<file path="config.mk">
export PLATFORM = sky130hd
export DESIGN_NAME = pll_lock_supervisor
export DESIGN_NICKNAME = d
export VERILOG_FILES = /design/src/rtl/pll_sup_pkg.sv /design/src/rtl/pll_lock_supervisor_sync2.sv /design/src/rtl/pll_lock_supervisor.sv
export SDC_FILE = /design/constraint.sdc
export NUM_CORES = 1
export LEC_CHECK = 0
export ABC_CLOCK_PERIOD_IN_PS = 3200
export BUFFER_PORTS_ARGS = -buffer_cell sky130_fd_sc_hd__buf_2
export CORE_ASPECT_RATIO = 1.1
export CORE_MARGIN = 3
export CORE_UTILIZATION = 36
export CTS_BUF_LIST = sky130_fd_sc_hd__clkbuf_8 sky130_fd_sc_hd__clkbuf_16
export CTS_CLUSTER_SIZE = 16
export DETAILED_ROUTE_END_ITERATION = 7
export GPL_ROUTABILITY_DRIVEN = 0
export SLEW_MARGIN = 20
export SYNTH_ARGS = -nofsm -noshare
export SYNTH_HDL_FRONTEND = slang
export SYNTH_SLANG_ARGS = --single-unit
export TNS_END_PERCENT = 1
</file>
<file path="constraint.sdc">
create_clock -name clk_i -period 3.2 [get_ports clk_i]
set_clock_uncertainty 0.1 [all_clocks]
set_input_delay 0.48 -clock clk_i [delete_from_list [all_inputs] [get_ports clk_i]]
set_output_delay 0.48 -clock clk_i [all_outputs]
set_load 0.02 [all_outputs]
</file>
<file path="src/rtl/pll_sup_pkg.sv">
// ---------------------------------------------------------------------------
// pll_sup_pkg
// Shared definitions for the PLL lock supervisor slice.
//   pllSupState_e : supervisor FSM states (encoding visible on the debug port)
//   RELOCK_MAX    : saturation value of the relock counter
//   maxOf3        : helper used to size the shared cycle counter
// ---------------------------------------------------------------------------
package pll_sup_pkg;

   typedef enum logic [2:0] {
      PLLRST    = 3'd0,
      WAIT_LOCK = 3'd1,
      STABLE    = 3'd2,
      SYS_UP    = 3'd3,
      RUN       = 3'd4
   } pllSupState_e;

   localparam logic [7:0] RELOCK_MAX = 8'd255;

   // Largest of three cycle limits; the counter must hold the biggest one.
   function automatic int maxOf3(input int a, input int b, input int c);
      int m;
      m = a;
      if (b > m) m = b;
      if (c > m) m = c;
      return m;
   endfunction

endpackage

</file>
<file path="src/rtl/pll_lock_supervisor_sync2.sv">
// ---------------------------------------------------------------------------
// pll_lock_supervisor_sync2
// Two-flop synchroniser for a single asynchronous level into the clk domain.
//   clk_i    : destination clock
//   resetn_i : synchronous active-low clear, both flops go to 0
//   d_i      : asynchronous input level
//   q_o      : synchronised level, two clk edges after d_i settles
// ---------------------------------------------------------------------------
module sync2 (
   input  logic clk_i,
   input  logic resetn_i,
   input  logic d_i,
   output logic q_o
);

   logic meta_q;
   logic sync_q;

   // Two back-to-back flops give the first stage a full cycle to resolve
   // metastability before the level is used by any logic.
   always_ff @(posedge clk_i) begin
      if (!resetn_i) begin
         meta_q <= 1'b0;
         sync_q <= 1'b0;
      end else begin
         meta_q <= d_i;
         sync_q <= meta_q;
      end
   end

   assign q_o = sync_q;

endmodule

</file>
<file path="src/rtl/pll_lock_supervisor.sv">
// ---------------------------------------------------------------------------
// pll_lock_supervisor
// Owns the PLL reset, qualifies the PLL lock and releases staged resets:
// system reset once lock has been stable, application reset once DDR3
// calibration is done. Lock loss or a forced relock restarts everything.
//   clk_i            : 50 MHz init clock
//   resetn_i         : synchronous active-low block reset
//   pll_lock_i       : PLL lock, asynchronous
//   calib_done_i     : DDR3 calibration done, asynchronous
//   force_relock_i   : single-cycle relock request, clk domain
//   pll_reset_o      : PLL reset, active-high
//   sys_resetn_o     : core/DDR controller reset, active-low
//   app_resetn_o     : application reset, active-low
//   locked_o         : high while in SYS_UP or RUN
//   state_o          : current FSM state, for debug
//   relock_count_o   : PLL retries plus lock losses, saturating at 255
// ---------------------------------------------------------------------------
module pll_lock_supervisor
   import pll_sup_pkg::*;
#(
   parameter int PLL_RST_CYCLES = 64,
   parameter int STABLE_CYCLES  = 1000,
   parameter int TIMEOUT_CYCLES = 5000000
) (
   input  logic       clk_i,
   input  logic       resetn_i,
   input  logic       pll_lock_i,
   input  logic       calib_done_i,
   input  logic       force_relock_i,
   output logic       pll_reset_o,
   output logic       sys_resetn_o,
   output logic       app_resetn_o,
   output logic       locked_o,
   output logic [2:0] state_o,
   output logic [7:0] relock_count_o
);

   localparam int CNT_W = $clog2(maxOf3(PLL_RST_CYCLES, STABLE_CYCLES, TIMEOUT_CYCLES) + 1);

   localparam logic [CNT_W-1:0] CNT_ZERO     = '0;
   localparam logic [CNT_W-1:0] CNT_ONE      = CNT_W'(1);
   localparam logic [CNT_W-1:0] RST_LAST     = CNT_W'(PLL_RST_CYCLES - 1);
   localparam logic [CNT_W-1:0] STABLE_LAST  = CNT_W'(STABLE_CYCLES - 1);
   localparam logic [CNT_W-1:0] TIMEOUT_LAST = CNT_W'(TIMEOUT_CYCLES - 1);

   pllSupState_e     state_q;
   pllSupState_e     state_d;
   logic [CNT_W-1:0] cnt_q;
   logic [CNT_W-1:0] cnt_d;
   logic [7:0]       relockCnt_q;
   logic [7:0]       relockCnt_d;
   logic             relockEvent;

   logic             pllReset_q;
   logic             sysResetn_q;
   logic             appResetn_q;
   logic             locked_q;

   logic             lockS;
   logic             calibS;

   sync2 u_syncLock (
      .clk_i    (clk_i),
      .resetn_i (resetn_i),
      .d_i      (pll_lock_i),
      .q_o      (lockS)
   );

   sync2 u_syncCalib (
      .clk_i    (clk_i),
      .resetn_i (resetn_i),
      .d_i      (calib_done_i),
      .q_o      (calibS)
   );

   // Next-state logic. A forced relock outranks every other transition, but
   // is meaningless while the PLL is already being reset, so PLLRST keeps
   // counting through it. One shared counter serves all timed states and is
   // cleared on every state change.
   always_comb begin
      state_d     = state_q;
      cnt_d       = cnt_q;
      relockEvent = 1'b0;

      if (force_relock_i && (state_q != PLLRST)) begin
         state_d     = PLLRST;
         cnt_d       = CNT_ZERO;
         relockEvent = 1'b1;
      end else begin
         unique case (state_q)
            PLLRST: begin
               if (cnt_q == RST_LAST) begin
                  state_d = WAIT_LOCK;
                  cnt_d   = CNT_ZERO;
               end else begin
                  cnt_d = cnt_q + CNT_ONE;
               end
            end
            WAIT_LOCK: begin
               if (lockS) begin
                  state_d = STABLE;
                  cnt_d   = CNT_ZERO;
               end else if (cnt_q == TIMEOUT_LAST) begin
                  state_d     = PLLRST;
                  cnt_d       = CNT_ZERO;
                  relockEvent = 1'b1;
               end else begin
                  cnt_d = cnt_q + CNT_ONE;
               end
            end
            STABLE: begin
               if (!lockS) begin
                  state_d = WAIT_LOCK;
                  cnt_d   = CNT_ZERO;
               end else if (cnt_q == STABLE_LAST) begin
                  state_d = SYS_UP;
                  cnt_d   = CNT_ZERO;
               end else begin
                  cnt_d = cnt_q + CNT_ONE;
               end
            end
            SYS_UP: begin
               cnt_d = CNT_ZERO;
               if (!lockS) begin
                  state_d     = PLLRST;
                  relockEvent = 1'b1;
               end else if (calibS) begin
                  state_d = RUN;
               end
            end
            RUN: begin
               cnt_d = CNT_ZERO;
               if (!lockS) begin
                  state_d     = PLLRST;
                  relockEvent = 1'b1;
               end
            end
            default: begin
               state_d = PLLRST;
               cnt_d   = CNT_ZERO;
            end
         endcase
      end
   end

   // Relock counter saturates rather than wrapping so a flapping PLL never
   // looks healthy again on the debug port.
   always_comb begin
      relockCnt_d = relockCnt_q;
      if (relockEvent && (relockCnt_q != RELOCK_MAX)) begin
         relockCnt_d = relockCnt_q + 8'd1;
      end
   end

   // State, counter and outputs share one register stage. Outputs decode the
   // next state so they switch on the very edge the state does, which keeps
   // raw lock fall to reset assertion within three clk cycles.
   always_ff @(posedge clk_i) begin
      if (!resetn_i) begin
         state_q     <= PLLRST;
         cnt_q       <= CNT_ZERO;
         relockCnt_q <= 8'd0;
         pllReset_q  <= 1'b1;
         sysResetn_q <= 1'b0;
         appResetn_q <= 1'b0;
         locked_q    <= 1'b0;
      end else begin
         state_q     <= state_d;
         cnt_q       <= cnt_d;
         relockCnt_q <= relockCnt_d;
         pllReset_q  <= (state_d == PLLRST);
         sysResetn_q <= (state_d == SYS_UP) || (state_d == RUN);
         appResetn_q <= (state_d == RUN);
         locked_q    <= (state_d == SYS_UP) || (state_d == RUN);
      end
   end

   assign pll_reset_o    = pllReset_q;
   assign sys_resetn_o   = sysResetn_q;
   assign app_resetn_o   = appResetn_q;
   assign locked_o       = locked_q;
   assign state_o        = state_q;
   assign relock_count_o = relockCnt_q;

endmodule

</file>
Word level (Yosys, flattened, before mapping)
Cells that the tools add are included.

storage, ports and cells
  memories kept = 0
  bits in writable memories = 0
  input port bits = 5
  output and inout port bits = 15
  flip-flop bits (word level) = 41
  bits in latches = 0
  logic and storage cells = 52
  bits in read-only memories = 0

operators by class
  add/sub/neg operators = 2
  reductions and logical operators = 8
  mux-type cells = 21
  $lt $le $gt $ge = 0
  bitwise gates (word level) = 1
  shift operators = 0
  equal/unequal tests = 10
  multiply operators = 0
  div/mod/pow operators = 0

operators by type and width
  cell                                                               count
  23-bit two-way mux                                                 5
  23-bit one-hot mux with 3 select lines                             1
  3-bit two-way mux                                                  9
  23-bit by 1-bit adder with 23-bit output, second input constant    1
  23-bit by 10-bit == test with 1-bit output, second input constant  1
  23-bit == test, second input constant                              1
  23-bit by 6-bit == test with 1-bit output, second input constant   1
  3-bit one-hot mux with 5 select lines                              1
  3-bit by 2-bit == test with 1-bit output, second input constant    3
  8-bit by 1-bit adder with 8-bit output, second input constant      1
  8-bit != test, second input constant                               1
  3-bit == test, second input constant                               2
  3-bit logical NOT                                                  2
  1-bit two-way mux                                                  4
  2-bit OR reduction                                                 2
  3-bit by 1-bit == test with 1-bit output, second input constant    1
  3-bit nonzero test                                                 1
  1-bit logical AND                                                  2
  1-bit one-hot mux with 2 select lines                              1
  1-bit logical OR                                                   1
  1-bit inverter                                                     1

Depth between registers and ports, before layout
Gate-level depths: netlist of the first run.

  depth after elaboration = 7
  depth in mapped cells = 7
  mapped depth without buffers = 6

Cells and area by module
A second synthesis of the first run with hierarchy kept.

unflattened totals
  cells, all modules = 233
  area, all modules = 2,083.2 um^2

by module, submodules not included
  module               seq. area each (um^2)  area each (um^2)  cells an instance  times used
  pll_lock_supervisor  740.7                  1,978.1           225                1
  sync2                40.0                   52.6              4                  2

Least setup slack after synthesis of the first run
Ideal clock, no wire load.

  path type = flip-flop to flip-flop
  from = reg cnt_q[20]
  to = reg relockCnt_q[3] (netlist: relock_count_o[3])
  arrival time = 1.939 ns
  stages on the path, launching flop included = 7
  library setup time = 0.070 ns
  period minus slack after synthesis = 2.109 ns
  buffers on the path = 1
  slack = 1.091 ns
  data required time = 3.030 ns
  cells stage by stage = dfxtp_1 -> or4_4 -> nor4_4 -> o211ai_2 -> buf_6 -> or3_1 -> a21boi_1

between the ends
  word-level cells in the longest chain between the ends = 6

ends and longest elaborated chain
  element                                line                        source
  start, declared                        pll_lock_supervisor.sv:48   logic [CNT_W-1:0] cnt_q;
  start signal, assigned                 pll_lock_supervisor.sv:169  cnt_q <= cnt_d;
  23-bit == test                         pll_lock_supervisor.sv:103  end else if (cnt_q == TIMEOUT_LAST) begin
  1-bit two-way mux                      pll_lock_supervisor.sv:103
  1-bit two-way mux                      pll_lock_supervisor.sv:100  if (lockS) begin
  1-bit one-hot mux with 2 select lines  pll_lock_supervisor.sv:90   unique case (state_q)
  1-bit two-way mux                      pll_lock_supervisor.sv:85   if (force_relock_i && (state_q != PLLRST)) begin
  1-bit logical AND                      pll_lock_supervisor.sv:150  if (relockEvent && (relockCnt_q != RELOCK_MAX)) begin
  end signal, assigned                   pll_lock_supervisor.sv:170  relockCnt_q <= relockCnt_d;
  end, declared                          pll_lock_supervisor.sv:50   logic [7:0] relockCnt_q;

No other way between the ends.
A chain may end at the register's enable or synchronous reset.

Final worst setup path of the first run
Ends and elaborated chain as after synthesis.

==> impl_metrics.py, run 1 <==
metrics = {
    "floorplanning": {
        "num_rows": 28,
        "dieWidth_um": 78.0,
        "fp.dieH_um": 85.2,
        "core_sq_um": 5470,
        "start_util_pct": 37.6,
        "dieArea_sq_um": 6650,
        "ios": 20,
    },
    "clocking": {
        "cts.path.max_buffers": 2,
        "htreeDepth": 2,
        "holdBufCountCts": 0,
        "post_cts_resized": 0,
        "cts_buffers": 5,
        "clk_pin_slew_ns": 0.08,
        "clock-sinks": 41,
        "clock_latency_ns": 0.30,
        "cts_tree": "built",
        "cts-root-buf": "clkbuf_8",
        "post_cts_buffers": 0,
    },
    "global_route": {
        "grt_max_degree": 24,
        "grt_pass1_vias": 1555,
        "antenna_found_initial": 0,
        "grt_pass1_wl_um": 6850,
        "grt-ovfl-total": 0,
        "grtUsageTotal_pct": 12.8,
    },
    "synth": {
        "synth_largest_area_cell": "dfxtp_1",
        "synth_enable_flop_cells": 0,
        "yosys_warnings": 0,
        "synth-compound-area-share_pct": 8.71,
        "synth-simple-area-share_pct": 34.3,
        "async_flop_share_pct": 0,
        "seq_area_frac_synth_pct": 40.0,
        "avgSynthCellArea_sq_um": 8.86,
        "ys.flop_type": "dfxtp_1",
        "synth_top_family_by_area": "simple AND/OR/NAND/NOR gates",
        "yosysTopAreaCellShare_pct": 40.0,
        "synth-xor-area-share_pct": 8.95,
        "synth-adder-area-share_pct": 1.83,
        "synthMuxAreaShare_pct": 2.50,
        "syn_area_sq_um": 2050,
        "synth_cell_types": 48,
        "ys_top_cells_by_area": "dfxtp_1, nor2_1, xor2_1",
        "synth-seq-cells": 41,
        "synth_cells": 232,
        "syn_nets": 240,
    },
    "routing": {
        "wl_per_cell_um": 12.0,
        "drt-initial-drc-count": 124,
        "drc": 0,
        "drt_pass1_iterations": 4,
        "via_count": 1658,
        "routed_wl_um": 3890,
        "avgViaCountPerCell": 5.10,
        "drtAntennaViolNets": 0,
    },
    "status": {
        "outcome": "completed",
    },
    "layout": {
        "final_cells": 325,
        "nets": 257,
        "area_delta_synth_final_pct": 11.1,
        "drive_above_1_share_pct": 16.4,
        "num_antenna_cells": 0,
        "fillers": 574,
    },
    "worst_setup_path": {
        "arrival_ns": 2.38,
        "crit_path_end_kind": "flip-flop",
        "r2r_setup_slack_ns": 0.95,
        "crit_type": "reg -> reg",
        "crit_path_max_fanout": 11,
        "worstSetupStartpointType": "flip-flop",
        "required_ns": 3.32,
    },
    "power_and_ir_drop": {
        "power_mw": 0.920,
        "p_per_area_nw_per_um2": 403,
        "p_leak_nw": 0.848,
        "vdd_drop_max_mv": 0.280,
    },
    "timing": {
        "tightest_slew_ns": 0.397,
        "min_period_ns": 2.25,
        "maxSlewViolCount": 0,
        "slew_headroom_pct": 73.3,
        "final_hold_viol_count": 0,
        "max_freq_mhz": 444,
        "rsz0062_at_grt": "no",
        "setup_viol": 0,
        "fin_crit_sh_pct": 70.4,
        "tns_ns": 0,
        "timing.hold.ws_ns": 0.281,
    },
    "hold_path": {
        "hold_class": "in -> reg",
    },
    "placed_design": {
        "dp_cells": 317,
        "dp_hpwl_um": 2690,
        "portBuffers": 19,
    },
    "job": {
        "max-cap-violations": 0,
    },
}
-- registers in the layout (all words and copies together) (netlist names) --
name,cells
relock_count_o,8
app_resetn_o,1
u_syncCalib.q_o,1
u_syncCalib.meta_q,1
u_syncLock.q_o,1
cnt_q,23
u_syncLock.meta_q,1
pll_reset_o,1
state_o,3
locked_o,1
-- cell usage in the layout (no fill, tap or decap), drive strengths merged, types with 2 or more instances in the layout --
master,count
or4,3
nand2b,6
xnor2,8
nor2b,3
o21ai,6
nand4,12
nand3,10
inv,2
nor2,31
nor3b,2
or3,4
nor4,4
ha,3
a31oi,2
nand4b,3
a21boi,3
and2,5
a21oi,7
dfxtp,41
or2,3
and4,3
nand2,17
and3,5
buf,20
xor2,13
mux2i,4
clkbuf,7
nor3,8
-- worst paths after layout --
check                                                   start                              to  cells past startpoint
worst max register to register           cnt_q[20]$_SDFF_PP0_  relock_count_o[3]$_SDFFE_PN0P_                      5
worst min register to register  u_syncCalib.meta_q$_SDFF_PN0_      u_syncCalib.q_o$_SDFF_PN0_                      1
worst max-delay path                     cnt_q[20]$_SDFF_PP0_  relock_count_o[3]$_SDFFE_PN0P_                      5
worst min-delay path                               pll_lock_i    u_syncLock.meta_q$_SDFF_PN0_                      2
-- cell type report --
cell class	count	area, sq um	share of cell area [%]
clock buffers	7	96.3	4.22
clock inverters	1	5.00	0.219
inverters	2	7.51	0.329
multi-input cells	179	1160	50.7
flip-flops and latches	41	821	36.0
well taps	75	93.8	4.11
repair buffers	20	103	4.50
-- through the flow --
stage                     utilization [%]  setup WS, ns  instance area [sq um]
after floorplan                         -          1.09                   2050
after global placement               39.9         0.989                   2180
after detailed placement             39.9         0.947                   2180
after CTS                            41.8         0.934                   2280
after global routing                 41.8         0.830                   2280
final                                41.8         0.948                   2280
-- per-layer routing --
metal  global-route usage (%)  routed length (um)  vias up
met5                        0                   0        -
met4                     7.15                  89        0
met3                     2.65                 126        8
met2                     20.1                1730       28
met1                     16.2                1950      767
li1                         -                   -      855
-- critical path, stage by stage, from the launching register on --
cell and delay, ns:
dfxtp_1 0.35, or4_4 0.58, nor4_4 0.36, o211ai_2 0.24, or3_1 0.39, a21boi_1 0.16
-- synth_stat cells, types with 2 or more instances --
cell      number
dfxtp_1       41
nor2_1        31
nand2_1       17
xor2_1        13
nand4_1       12
nand3_1       10
xnor2_1        8
a21oi_1        7
nor3_1         7
nand2b_1       6
o21ai_0        6
and2_1         5
and3_1         5
mux2i_1        4
or3_1          4
and4_1         3
buf_6          3
clkbuf_1       3
ha_1           3
nand4b_1       3
nor2b_1        3
or2_2          3
a21boi_1       2
a31oi_1        2
buf_2          2
buf_4          2
inv_1          2
nor3b_1        2
nor4_1         2
nor4_4         2
or4_4          2
-- cell families (layout without fill, tap and decap cells) --
group,after synthesis,count (layout)
simple gates,123,123
flops,41,41
compound gates,27,27
xor+xnor,21,21
buf+inv,12,30
mux,5,5
fa+ha+maj,3,3
-- where the power goes --
group | switching, mW | leakage, nW | internal (mW) | total, mW
registers | 0.00580 | 0.332 | 0.515 | 0.521
logic | 0.0150 | 0.462 | 0.0108 | 0.0258
clock network | 0.178 | 0.0542 | 0.195 | 0.373
Power figures use the tool's default switching activity.
==> run 2, diff against run 1 <==
--- a/config.mk
+++ b/config.mk
@@ -5,7 +5,7 @@
 export SDC_FILE = /design/constraint.sdc
 export NUM_CORES = 1
 export LEC_CHECK = 0
-export ABC_CLOCK_PERIOD_IN_PS = 3200
+export ABC_CLOCK_PERIOD_IN_PS = 2000
 export BUFFER_PORTS_ARGS = -buffer_cell sky130_fd_sc_hd__buf_2
 export CORE_ASPECT_RATIO = 1.1
 export CORE_MARGIN = 3
==> constraint.sdc (replaced) <==
create_clock -name clk_i -period 2 [get_ports clk_i]
set_clock_uncertainty 0.1 [all_clocks]
set_input_delay 0.3 -clock clk_i [delete_from_list [all_inputs] [get_ports clk_i]]
set_output_delay 0.3 -clock clk_i [all_outputs]
set_load 0.02 [all_outputs]
==> run 2 against run 1 <==
The run now ends with setup timing left; worst hold slack worse by 0.18 ns; final cell count up 8.3%; sequential power up 60%; register-to-register slack worse by 1.1 ns; non-clock buffer count up 27; global-route usage up 0.95 points; first-iteration DRC count down 29%; flip-flop and latch count unchanged; critical path depth up 1; highest routed layer unchanged.
==> impl_metrics.py, run 2 (same netlist as run 1, synthesis figures left out) <==
metrics = {
    "timing": {
        "slew_headroom_pct": 73.7,
        "rsz0062_at_grt": "yes",
        "setup_ws_ns": -0.125,
        "fin_crit_sh_pct": 106,
        "min_period_ns": 2.12,
        "setup_viol": 33,
        "final_hold_viol_count": 0,
        "tightest_slew_ns": 0.394,
        "maxSlewViolCount": 0,
        "max_freq_mhz": 471,
    },
    "layout": {
        "final_cells": 352,
        "layout_commonest_cell": "dfxtp_1",
        "drive_above_1_share_pct": 26.7,
        "mostFrequentLayoutCells": "dfxtp_1, nor2_1, buf_4",
        "nets": 285,
        "largest_register_ffs": 23,
        "area_delta_synth_final_pct": 24.4,
        "top_register": "cnt_q",
        "finalInstanceArea_sq_um": 2550,
        "num_antenna_cells": 0,
    },
    "status": {
        "violations": "setup timing",
        "outcome": "complete, but fails checks",
    },
    "placed_design": {
        "placed_cell_area_sq_um": 2380,
        "dp_cells": 342,
        "dp_hpwl_um": 2990,
        "portBuffers": 19,
    },
    "clocking": {
        "clock_latency_ns": 0.29,
        "clock-sinks": 41,
        "clk_pin_slew_ns": 0.08,
        "cts_buffers": 5,
        "holdBufCountCts": 0,
        "cts_tree": "built",
        "cts-root-buf": "clkbuf_8",
        "cts.path.max_buffers": 2,
        "htreeDepth": 2,
    },
    "routing": {
        "avgViaCountPerCell": 4.98,
        "wl_per_cell_um": 11.9,
        "drc": 0,
        "drtAntennaViolNets": 0,
        "drt-initial-drc-count": 88,
        "via_count": 1753,
        "routed_wl_um": 4200,
        "drt_pass1_iterations": 4,
    },
    "worst_setup_path": {
        "crit_path_max_fanout": 23,
        "required_ns": 2.08,
        "worstSetupStartpointType": "flip-flop",
        "crit_type": "reg -> reg",
        "crit_path_end_kind": "flip-flop",
        "arrival_ns": 2.20,
    },
    "global_route": {
        "antenna_found_initial": 0,
        "grt_max_degree": 24,
        "grt-ovfl-total": 0,
        "grtUsageTotal_pct": 13.7,
        "grt_pass1_vias": 1664,
        "grt_pass1_wl_um": 7400,
    },
    "power_and_ir_drop": {
        "p_per_area_nw_per_um2": 599,
        "vdd_drop_max_mv": 0.283,
        "p_leak_nw": 1.00,
    },
    "floorplanning": {
        "num_rows": 28,
        "start_util_pct": 37.6,
        "core_sq_um": 5470,
        "dieArea_sq_um": 6650,
        "ios": 20,
        "dieWidth_um": 78.0,
        "fp.dieH_um": 85.2,
    },
    "job": {
        "max-cap-violations": 0,
    },
    "hold_path": {
        "hold_class": "in -> reg",
    },
}
[run 2: changes by cell type in the layout (fill, tap and decap cells not counted), moves of 2 or more]
cell / change
buf_4: +26
clkbuf_8: -2
dfxtp_1: -2
dfxtp_2: +2
nor3_1: -2
nor3_2: +2
[run 2: repair_timing]
action / 4_1_cts / 5_1_grt
buffers inserted: 2 / 0
endpoints found under the setup margin: 33 / 33
resized for setup: 8 / 1
cloned: 1 / 0
pin swaps: 11 / 2
[run 2: path summary, 6_finish.rpt]
| kind | from | end | slack (ns) | cells past startpoint |
|---|---|---|---|---|
| setup / recovery | cnt_q[20]$_SDFF_PP0_ | cnt_q[21]$_SDFF_PP0_ | -0.12 | 6 |
| hold / removal | pll_lock_i | u_syncLock.meta_q$_SDFF_PN0_ | 0.10 | 2 |
| hold reg to reg | u_syncLock.meta_q$_SDFF_PN0_ | u_syncLock.q_o$_SDFF_PN0_ | 0.34 | 1 |
| setup reg to reg | cnt_q[20]$_SDFF_PP0_ | cnt_q[21]$_SDFF_PP0_ | -0.12 | 6 |
[run 2: per-layer routing]
metal	vias to the layer above	GRT usage [%]	share of wire (%)
met2	21	21.1	45
met3	7	2.55	2.7
met1	807	18.8	51
met4	0	5.72	1.7
met5	-	0	0
li1	918	-	-
[run 2: layout make-up]
| class | instances | area (sq um) |
|---|---|---|
| timing repair buffer | 47 | 318 |
| inverter | 2 | 7.51 |
| sequential | 41 | 823 |
| clock buffer | 5 | 68.8 |
| multi-input combinational | 180 | 1210 |
| clock inverter | 2 | 35.0 |
| tap | 75 | 93.8 |
| fill | 568 | 2910 |
[run 2: power breakdown]
part | internal [mW] | switching, mW
Combinational | 0.0246 | 0.0259
Clock | 0.363 | 0.283
Sequential | 0.824 | 0.00880
Total | 1.21 | 0.318
[run 2: metrics by stage]
stage	setup TNS, ns	worst slack [ns]	util, %	hold WS, ns	power [mW]
after global placement	-3.09	-0.174	43.6	0.320	0.902
after global routing	-6.78	-0.231	46.7	0.112	1.60
after detailed placement	-3.60	-0.187	43.6	0.323	0.903
after floorplan	-1.58	-0.0690	-	0.312	0.884
final	-3.27	-0.125	46.7	0.104	1.53
after CTS	-3.51	-0.131	46.7	0.102	1.55
[run 2: critical path, cell delays in order (launching register included)]
cell     delay [ns]
dfxtp_1        0.31
or4_4          0.57
nor4_4         0.35
a31oi_1        0.16
nor3_2         0.26
buf_12         0.20
nor2_1         0.06
